<file path="config.mk">
export PLATFORM = sky130hd
export DESIGN_NAME = acc_ctrl_fsm
export DESIGN_NICKNAME = d
export VERILOG_FILES = /design/src/rtl/acc_ctrl_fsm.sv
export SDC_FILE = /design/constraint.sdc
export NUM_CORES = 1
export LEC_CHECK = 0
export CAP_MARGIN = 20
export CORE_MARGIN = 2
export CORE_UTILIZATION = 39
export DETAILED_ROUTE_END_ITERATION = 12
export PLACE_DENSITY_LB_ADDON = 0.08
export SLEW_MARGIN = 25
export SYNTH_ARGS = -nofsm -noshare
export SYNTH_HDL_FRONTEND = slang
export SYNTH_SLANG_ARGS = --single-unit
</file>
<file path="constraint.sdc">
create_clock -name CLK -period 3.1 [get_ports CLK]
set_input_delay 0.62 -clock CLK [delete_from_list [all_inputs] [get_ports CLK]]
set_output_delay 0.62 -clock CLK [all_outputs]
set_load 0.05 [all_outputs]
</file>
<file path="src/rtl/acc_ctrl_fsm.sv">
// Multicycle control FSM for the 16-bit accumulator processor.
// Moore-style control decoded from the state register; only the BRANCH PC write looks at Zero.
module acc_ctrl_fsm (
    input  logic        CLK,
    input  logic        reset,
    input  logic [15:0] IR,
    input  logic        Zero,
    output logic [2:0]  ALUSrcA,
    output logic [3:0]  ALUSrcB,
    output logic [2:0]  ALUOP,
    output logic        PCWrite,
    output logic        PCSrc,
    output logic        IRWrite,
    output logic [1:0]  IorD,
    output logic        MemRead,
    output logic        MemWrite,
    output logic        ACCWrite,
    output logic        ACCSrc,
    output logic        SPWrite,
    output logic [3:0]  State
);

    typedef enum logic [3:0] {
        S_FETCH   = 4'd0,
        S_DECODE  = 4'd1,
        S_MEM_RD  = 4'd2,
        S_MEM_ALU = 4'd3,
        S_LOAD_WB = 4'd4,
        S_MEM_WR  = 4'd5,
        S_EXEC_I  = 4'd6,
        S_BRANCH  = 4'd7,
        S_JUMP    = 4'd8,
        S_SP_DEC  = 4'd9,
        S_PUSH_WR = 4'd10,
        S_POP_RD  = 4'd11,
        S_POP_WB  = 4'd12,
        S_HALT    = 4'd15
    } state_t;

    state_t      state_q;
    state_t      state_d;
    logic [3:0]  opcode;
    logic [11:0] unused_ir;

    assign opcode    = IR[15:12];
    assign unused_ir = IR[11:0];

    always_ff @(posedge CLK) begin
        if (!reset) state_q <= S_FETCH;
        else        state_q <= state_d;
    end

    // While reset is low every output is held at its idle value, so an
    // interrupted instruction cannot finish any write it had in progress.
    always_comb begin
        state_d  = state_q;
        State    = 4'd0;
        ALUSrcA  = 3'd0;
        ALUSrcB  = 4'd0;
        ALUOP    = 3'b000;
        PCWrite  = 1'b0;
        PCSrc    = 1'b0;
        IRWrite  = 1'b0;
        IorD     = 2'd0;
        MemRead  = 1'b0;
        MemWrite = 1'b0;
        ACCWrite = 1'b0;
        ACCSrc   = 1'b0;
        SPWrite  = 1'b0;
        if (reset) begin
            State = state_q;
            case (state_q)
                S_FETCH: begin
                    MemRead = 1'b1;
                    IRWrite = 1'b1;
                    PCWrite = 1'b1;
                    state_d = S_DECODE;
                end
                S_DECODE: begin
                    ALUSrcB = 4'd4;
                    case (opcode)
                        4'h0, 4'h1, 4'h2, 4'h3, 4'h4: state_d = S_MEM_RD;
                        4'h5:    state_d = S_MEM_WR;
                        4'h6:    state_d = S_EXEC_I;
                        4'h7:    state_d = S_BRANCH;
                        4'h8:    state_d = S_JUMP;
                        4'h9:    state_d = S_SP_DEC;
                        4'hA:    state_d = S_POP_RD;
                        4'hF:    state_d = S_HALT;
                        default: state_d = S_FETCH;
                    endcase
                end
                S_MEM_RD: begin
                    IorD    = 2'd2;
                    MemRead = 1'b1;
                    state_d = (opcode == 4'h4) ? S_LOAD_WB : S_MEM_ALU;
                end
                S_MEM_ALU: begin
                    ALUSrcA  = 3'd1;
                    ALUSrcB  = 4'd2;
                    ALUOP    = {1'b0, opcode[1:0]};
                    ACCWrite = 1'b1;
                    state_d  = S_FETCH;
                end
                S_LOAD_WB: begin
                    ACCWrite = 1'b1;
                    ACCSrc   = 1'b1;
                    state_d  = S_FETCH;
                end
                S_MEM_WR: begin
                    IorD     = 2'd2;
                    MemWrite = 1'b1;
                    state_d  = S_FETCH;
                end
                S_EXEC_I: begin
                    ALUSrcA  = 3'd1;
                    ALUSrcB  = 4'd1;
                    ACCWrite = 1'b1;
                    state_d  = S_FETCH;
                end
                S_BRANCH: begin
                    ALUSrcA = 3'd1;
                    ALUOP   = 3'b101;
                    PCSrc   = 1'b1;
                    PCWrite = Zero;
                    state_d = S_FETCH;
                end
                S_JUMP: begin
                    PCSrc   = 1'b1;
                    PCWrite = 1'b1;
                    state_d = S_FETCH;
                end
                S_SP_DEC: begin
                    ALUSrcA = 3'd2;
                    ALUOP   = 3'b001;
                    SPWrite = 1'b1;
                    state_d = S_PUSH_WR;
                end
                S_PUSH_WR: begin
                    IorD     = 2'd1;
                    MemWrite = 1'b1;
                    state_d  = S_FETCH;
                end
                S_POP_RD: begin
                    IorD    = 2'd1;
                    MemRead = 1'b1;
                    state_d = S_POP_WB;
                end
                S_POP_WB: begin
                    ACCWrite = 1'b1;
                    ACCSrc   = 1'b1;
                    ALUSrcA  = 3'd2;
                    SPWrite  = 1'b1;
                    state_d  = S_FETCH;
                end
                S_HALT:  state_d = S_HALT;
                default: state_d = S_FETCH;
            endcase
        end
    end

endmodule

</file>
Word-level counts from Yosys, hierarchy flattened
Memories as Yosys holds them, arrays and structs flattened. Index checks and enable logic that the tools add are counted.

Register bits after elaboration: 4. Input port bits: 19. Memories: 1. ROM bits: 64. Word-level logic and storage cells: 54.

Multiplexer cells: 27. Reduce and logical (&&, ||, !) cells: 11. Eq/ne operators: 14.

Memory list: (no name shown) (depth 16, bits a word 4, rd ports 1, clocked after memory_dff 0, wr ports 0, RTL line 81) `case (opcode)`.

Operators with widths (count): $eq 4x4->1 const B (6); $pmux 4 s6 (1); $eq 4x3->1 const B (5); $pmux 3 s3 (2); $mux 1 (15); $reduce_or 2->1 (7); $mux 3 (3); $eq 4x2->1 const B (2); $pmux 2 s2 (2); $reduce_or 3->1 (2); $eq 4x1->1 const B (1); $logic_not 4->1 (1); $mux 2 (2); $mux 4 (1); $reduce_or 4->1 (1); $pmux 1 s2 (1).

Depth between registers and ports, before layout
Gate-level depths: netlist (run 1).

Word-level depth: 4. Gate-level depth with buffers: 6. Depth with buffers taken out: 6.

Least setup slack after synthesis (run 1)
OpenSTA, ideal clock, no wires.

Path type: in2out. Start: input port reset. End: output port ALUSrcB[0]. Setup slack: 0.145 ns. Data required time: 2.480 ns. Arrival: 2.335 ns. Cell stages on the path: 3. Path through: buf_2 nand2_1 nor4_1.

Cells in the longest elaborated chain, start to end: 1.

Ends and longest elaborated chain: start: declaration (RTL line 5) `input logic reset,`; $mux 3 (RTL line 70) `if (reset) begin`; end: declaration (RTL line 9) `output logic [3:0] ALUSrcB,`.

No other way between the ends.

Worst setup path after layout (run 1)
Start: input port reset. End: output port IRWrite.

Cells in the longest elaborated chain, start to end: 1.

Ends and longest elaborated chain: $mux 1 (RTL line 70); end: declaration (RTL line 13) `output logic IRWrite,`.

No other way between the ends.

==> results of run 1 <==
-- kinds of logic after synthesis --
kind of cell	share of synthesized area
flip-flops	0.118
AO/OA/AOI/OAI	0.232
AND/OR/NAND/NOR	0.386
adder cells (fa/ha/maj)	0.0923
buffers and inverters	0.153
other	0.00553
XOR/XNOR	0.0129
-- placed cells by master, fill, tap and decap left out, types with 3 or more instances in the layout --
| master | instances |
|---|---|
| nand2b_1 | 3 |
| and2_1 | 4 |
| nor2_1 | 8 |
| clkbuf_4 | 3 |
| inv_1 | 10 |
| nor3_1 | 7 |
| nand2_1 | 12 |
| ha_1 | 5 |
| o21ai_0 | 6 |
| buf_12 | 10 |
| a21oi_1 | 3 |
| nand4_1 | 3 |
| dfxtp_1 | 4 |
| and3_1 | 4 |
| buf_4 | 14 |
| clkdlybuf4s50_1 | 6 |
-- worst reg2reg max path, cell delays in order (launching register included) --
cell and delay, ns:
dfxtp_1 0.77, and2_1 0.27, a22o_1 0.15, nand2_1 0.07
a21oi_1 0.14
-- metrics by stage --
step | power (mW) | utilization | hold slack (ns)
after CTS | 0.440 | 0.607 | 0.690
after global routing | 0.465 | 0.607 | 0.740
after detailed placement | 0.373 | 0.593 | 0.689
after floorplan | 0.293 | - | 0.591
after global placement | 0.372 | 0.593 | 0.686
final | 0.438 | 0.607 | 0.687
-- final cells by class --
| type | instances | area share |
|---|---|---|
| multi-input cells | 80 | 0.486 |
| repair buffers | 30 | 0.357 |
| flip-flops and latches | 4 | 0.0781 |
| inverters | 10 | 0.0366 |
| clock buffers | 3 | 0.0220 |
| well taps | 17 | 0.0208 |
-- metal layers --
layer  up-vias  part of all wire  wire length (µm)  GRT usage
met5         -                 0                 0          0
met4         0             0.030                54      0.114
met3         6             0.048                86     0.0159
met2        24              0.47               845      0.285
met1       350              0.45               795      0.237
li1        400                 -                 -          -
-- path summary, 6_finish.rpt --
path / endpoint / slack, ns / depth (start not counted)
worst min-delay path: state_q[0] / 0.69 / 3
worst max register to register: state_q[1] / 1.63 / 4
worst min register to register: state_q[0] / 0.69 / 3
worst max-delay path: IRWrite / 0.52 / 5
-- where the power goes --
group	leakage [nW]	total [mW]	internal (mW)	switching [mW]
Combinational	0.422	0.280	0.106	0.174
Sequential	0.0327	0.0926	0.0603	0.0323
Clock	0.0138	0.0653	0.0433	0.0220
==> flow_summary.json, run 1 <==
{
  "outcome": "finished, final reports clean",
  "grt_pass1_wl_um": 2790,
  "ir_drop_mv": 0.202,
  "ys_types": 32,
  "viasPerCell": 5.42,
  "wl_per_cell_um": 12.4,
  "maxCapViolCount": 0,
  "tns_ns": 0,
  "worst_ep_required_time_ns": 2.48,
  "grt_pass1_vias": 635,
  "slowest_stage": "clkdlybuf4s50_1",
  "place_area_um2": 1000,
  "hp-class": "reg2reg",
  "start_util": 0.401,
  "ctsHoldBuffers": 0,
  "synth-warning-count": 0,
  "place_inst": 141,
  "grt_antenna_before_repair": 0,
  "rows": 15,
  "syn2layout_area_growth_pct": 51.1,
  "drc": 0,
  "min-delay-start": "state_q[1]",
  "multi_input_area_um2": 498,
  "period_minus_slack_ns": 2.58,
  "yosys-top-cells-area": "dfxtp_1 12%, ha_1 9.2%, buf_4 6.6%, nand2_1 6.6%, inv_1 5.5%",
  "cts.repair.resized": 0,
  "ys_seq_area_frac": 0.118,
  "endpoint_kind": "primary output",
  "grtUsageTotal": 0.182,
  "path_buf_inv": 3,
  "hold_violations": 0,
  "synth-edff-count": 0,
  "rsz0062_at_grt": "no",
  "dr.first_iter.drc_count": 20,
  "design.die.area_um2": 2090,
  "clk_pin_slew_ns": 0.04,
  "ys.flop_type": "dfxtp_1",
  "syn_avg_cell_area_um2": 6.65,
  "synthTopCellsByCount": "12 x nand2_1, 10 x inv_1, 8 x nor2_1",
  "first_pass_iters": 4,
  "antenna_cells": 0,
  "layout.nets": 153,
  "tightest_slew_ns": 0.713,
  "synth_top_area_cell": "dfxtp_1",
  "dp_hpwl_um": 1360,
  "rr_startpoint": "state_q[0]",
  "worstPathMaxFanout": 8,
  "cts_tree": "done",
  "finalWorstSetupSlack_ns": 0.520,
  "cp-startpoint": "reset",
  "netlist_area_um2": 678,
  "drive_gt1_frac": 0.252,
  "timing.final.crit_share": 0.832,
  "crit_chain": "clkdlybuf4s50_1 -> buf_4 -> nand2_1 -> nor3_1 -> buf_12",
  "largest_register": "state_q",
  "cts_sinks": 4,
  "top_regs": "state_q: 4 flops",
  "ff_latch_area_um2": 80.1,
  "pre_cts_ws_ns": 0.528,
  "criticalPathCategory": "in2out",
  "fin_skew_ns": 0.00493,
  "antenna_left": 0,
  "slew_headroom": 0.524,
  "fin_cells": 144,
  "grt-ovfl-total": 0,
  "clock-root-buffer": "clkbuf_4",
  "die_w_um": 45.7,
  "clock_path_buffers": 2,
  "final_area_um2": 1020,
  "cts_setup_buffers": 0,
  "clock_latency_ns": 0.24,
  "gp_congestion": 0.855,
  "htree_num_levels": 1,
  "nFillCells": 159,
  "synth_top_area_frac": 0.118,
  "timing.critical_path.slowest_cell_delay_ns": 0.54,
  "p_per_area_nw_per_um2": 427,
  "synthCells": 102,
  "async_flop_share": 0,
  "vias": 780,
  "drv_slew": 0,
  "cts_buffers": 3,
  "ys_ff_latch": 4,
  "io_pins": 43,
  "drt-total-wl_um": 1780,
  "die_h_um": 45.7,
  "core_um2": 1690,
  "port_buffers": 28,
  "grt_max_degree": 22,
  "synthMostInstantiatedCell": "nand2_1",
  "setup_viol": 0,
  "largest_reg_flops": 4,
  "power.leakage_nw": 0.469,
  "start_kind": "input pin",
  "cpLargestDelayFamily": "buffers and inverters",
  "critPathArrivalTime_ns": 1.96,
  "max_freq_mhz": 388
}
Power figures use the tool's default switching activity.
==> inputs of run 2 (changes only) <==
- CORE_UTILIZATION: 39 -> 32
- clock period: 3.1 -> 2.2 ns (I/O delays scaled with it)
==> flow_summary.json, run 2 (synthesis gave the netlist of run 1 again) <==
{
  "reg2reg_slack_ns": 0.89,
  "grt_pass1_wl_um": 3450,
  "vias": 821,
  "grt-ovfl-total": 0,
  "top_regs": "state_q: 4 flops",
  "hold-path-cell-count": 3,
  "grtUsageMet1": 0.206,
  "largest_reg_flops": 4,
  "start_kind": "input pin",
  "drc": 0,
  "ir_drop_mv": 0.303,
  "largest_register": "state_q",
  "cp-startpoint": "IR[12]",
  "grt_max_degree": 15,
  "cts_sinks": 4,
  "start_util": 0.342,
  "fin_total_pwr_uw": 712,
  "use_met2": 0.314,
  "final_area_um2": 1280,
  "pre_cts_ws_ns": 0.0779,
  "io_pins": 43,
  "endpoint_kind": "primary output",
  "worstReg2RegEnd": "state_q[1]",
  "layout.nets": 162,
  "worstPathMaxFanout": 6,
  "crit_chain": "clkdlybuf4s50_1 -> o211ai_1 -> o21ai_0 -> and2_1 -> buf_12",
  "timing.final.crit_share": 0.936,
  "tns_ns": 0,
  "fin_skew_ns": 0.00438,
  "hold_path_end": "state_q[0]",
  "dr.first_iter.drc_count": 6,
  "clock-root-buffer": "clkbuf_4",
  "utilization": 0.645,
  "port_buffers": 28,
  "cts_buffers": 3,
  "setup_viol": 0,
  "place_area_um2": 1250,
  "rsz0062_at_grt": "no",
  "worst_ep_required_time_ns": 1.76,
  "r2r_cells": 5,
  "power.leakage_nw": 0.562,
  "hold_violations": 0,
  "min-delay-start": "state_q[1]",
  "path_buf_inv": 2,
  "critPathArrivalTime_ns": 1.62,
  "ctsHoldBuffers": 0,
  "layout_commonest_cell": "buf_12",
  "dp_hpwl_um": 1620,
  "outcome": "finished, final reports clean",
  "cpLargestDelayFamily": "buffers and inverters",
  "clock_path_buffers": 2,
  "maxCapViolCount": 0,
  "design.die.area_um2": 2500,
  "grt_busiest_layer": "met2",
  "drt-total-wl_um": 1990,
  "clock_latency_ns": 0.23,
  "clk_pin_slew_ns": 0.04,
  "drv_slew": 0,
  "grt_antenna_before_repair": 0,
  "layout_common_cells": "22 x buf_12, 12 x nand2_1, 11 x buf_4, 10 x inv_1, 7 x nor2_1",
  "htree_num_levels": 1,
  "period_minus_slack_ns": 2.06,
  "rr_startpoint": "state_q[3]",
  "hp-class": "reg2reg",
  "viasPerCell": 5.04,
  "syn2layout_area_growth_pct": 88.6,
  "timing.critical_path.slowest_cell_delay_ns": 0.52,
  "drive_gt1_frac": 0.346,
  "p_per_area_nw_per_um2": 557,
  "cts_setup_buffers": 0,
  "finalWorstSetupSlack_ns": 0.141,
  "rows": 16,
  "antenna_left": 0,
  "core_um2": 1980,
  "die_h_um": 50.0,
  "die_w_um": 50.0,
  "antenna_cells": 0,
  "first_pass_iters": 4,
  "cts_tree": "done",
  "grtUsageTotal": 0.173,
  "gp_congestion": 0.801,
  "grtUsageMet3": 0.0212,
  "slowest_stage": "clkdlybuf4s50_1",
  "max_freq_mhz": 486,
  "criticalPathCategory": "in2out",
  "wl_per_cell_um": 12.2,
  "grt_pass1_vias": 767
}
run 2: worst max path at each step:
stage / cells after the start / endpoint
2_1_floorplan: 3 / ALUOP[1]
6_report: 5 / ALUOP[0]
3_5_place_dp: 4 / ALUSrcB[0]
5_1_grt: 5 / ALUOP[0]
3_3_place_gp: 4 / ALUSrcB[0]
4_1_cts: 4 / ALUSrcB[0]
run 2: what timing repair did:
action | in CTS | in global routing
endpoints found under the setup margin | 0 | 8
hold endpoints to repair | 0 | 0
gates resized for setup | 0 | 4
run 2: metrics by stage:
step                std cells  hold slack (ns)
CTS                       163            0.774
detailed placement        160            0.775
finish                    163            0.768
global placement          160            0.774
floorplan                 103            0.590
global route              163            0.825
run 2: cell type report:
cell class	count	area [µm²]
clock buffer	3	22.5
fill	175	703
inverter	10	37.5
multi-input combinational	80	517
sequential	4	82.6
tap	27	33.8
timing repair buffer	39	586
run 2: worst reg2reg max path: cells and delay by family (launching register included):
kind	cells	cell delay, ns
AO/OA/AOI/OAI	2	0.26
buffers and inverters	1	0.24
flip-flops	1	0.56
AND/OR/NAND/NOR	2	0.13
run 2: metal layers:
metal / vias to the layer above / part of all wire
met5: - / 0
met4: 0 / 0.0050
met3: 2 / 0.026
met2: 19 / 0.54
met1: 380 / 0.43
li1: 420 / -
run 2: report_power, final:
part | switching (mW) | internal (mW) | leakage, nW
clock network | 0.0272 | 0.0608 | 0.0138
logic | 0.277 | 0.221 | 0.515
registers | 0.0391 | 0.0868 | 0.0334
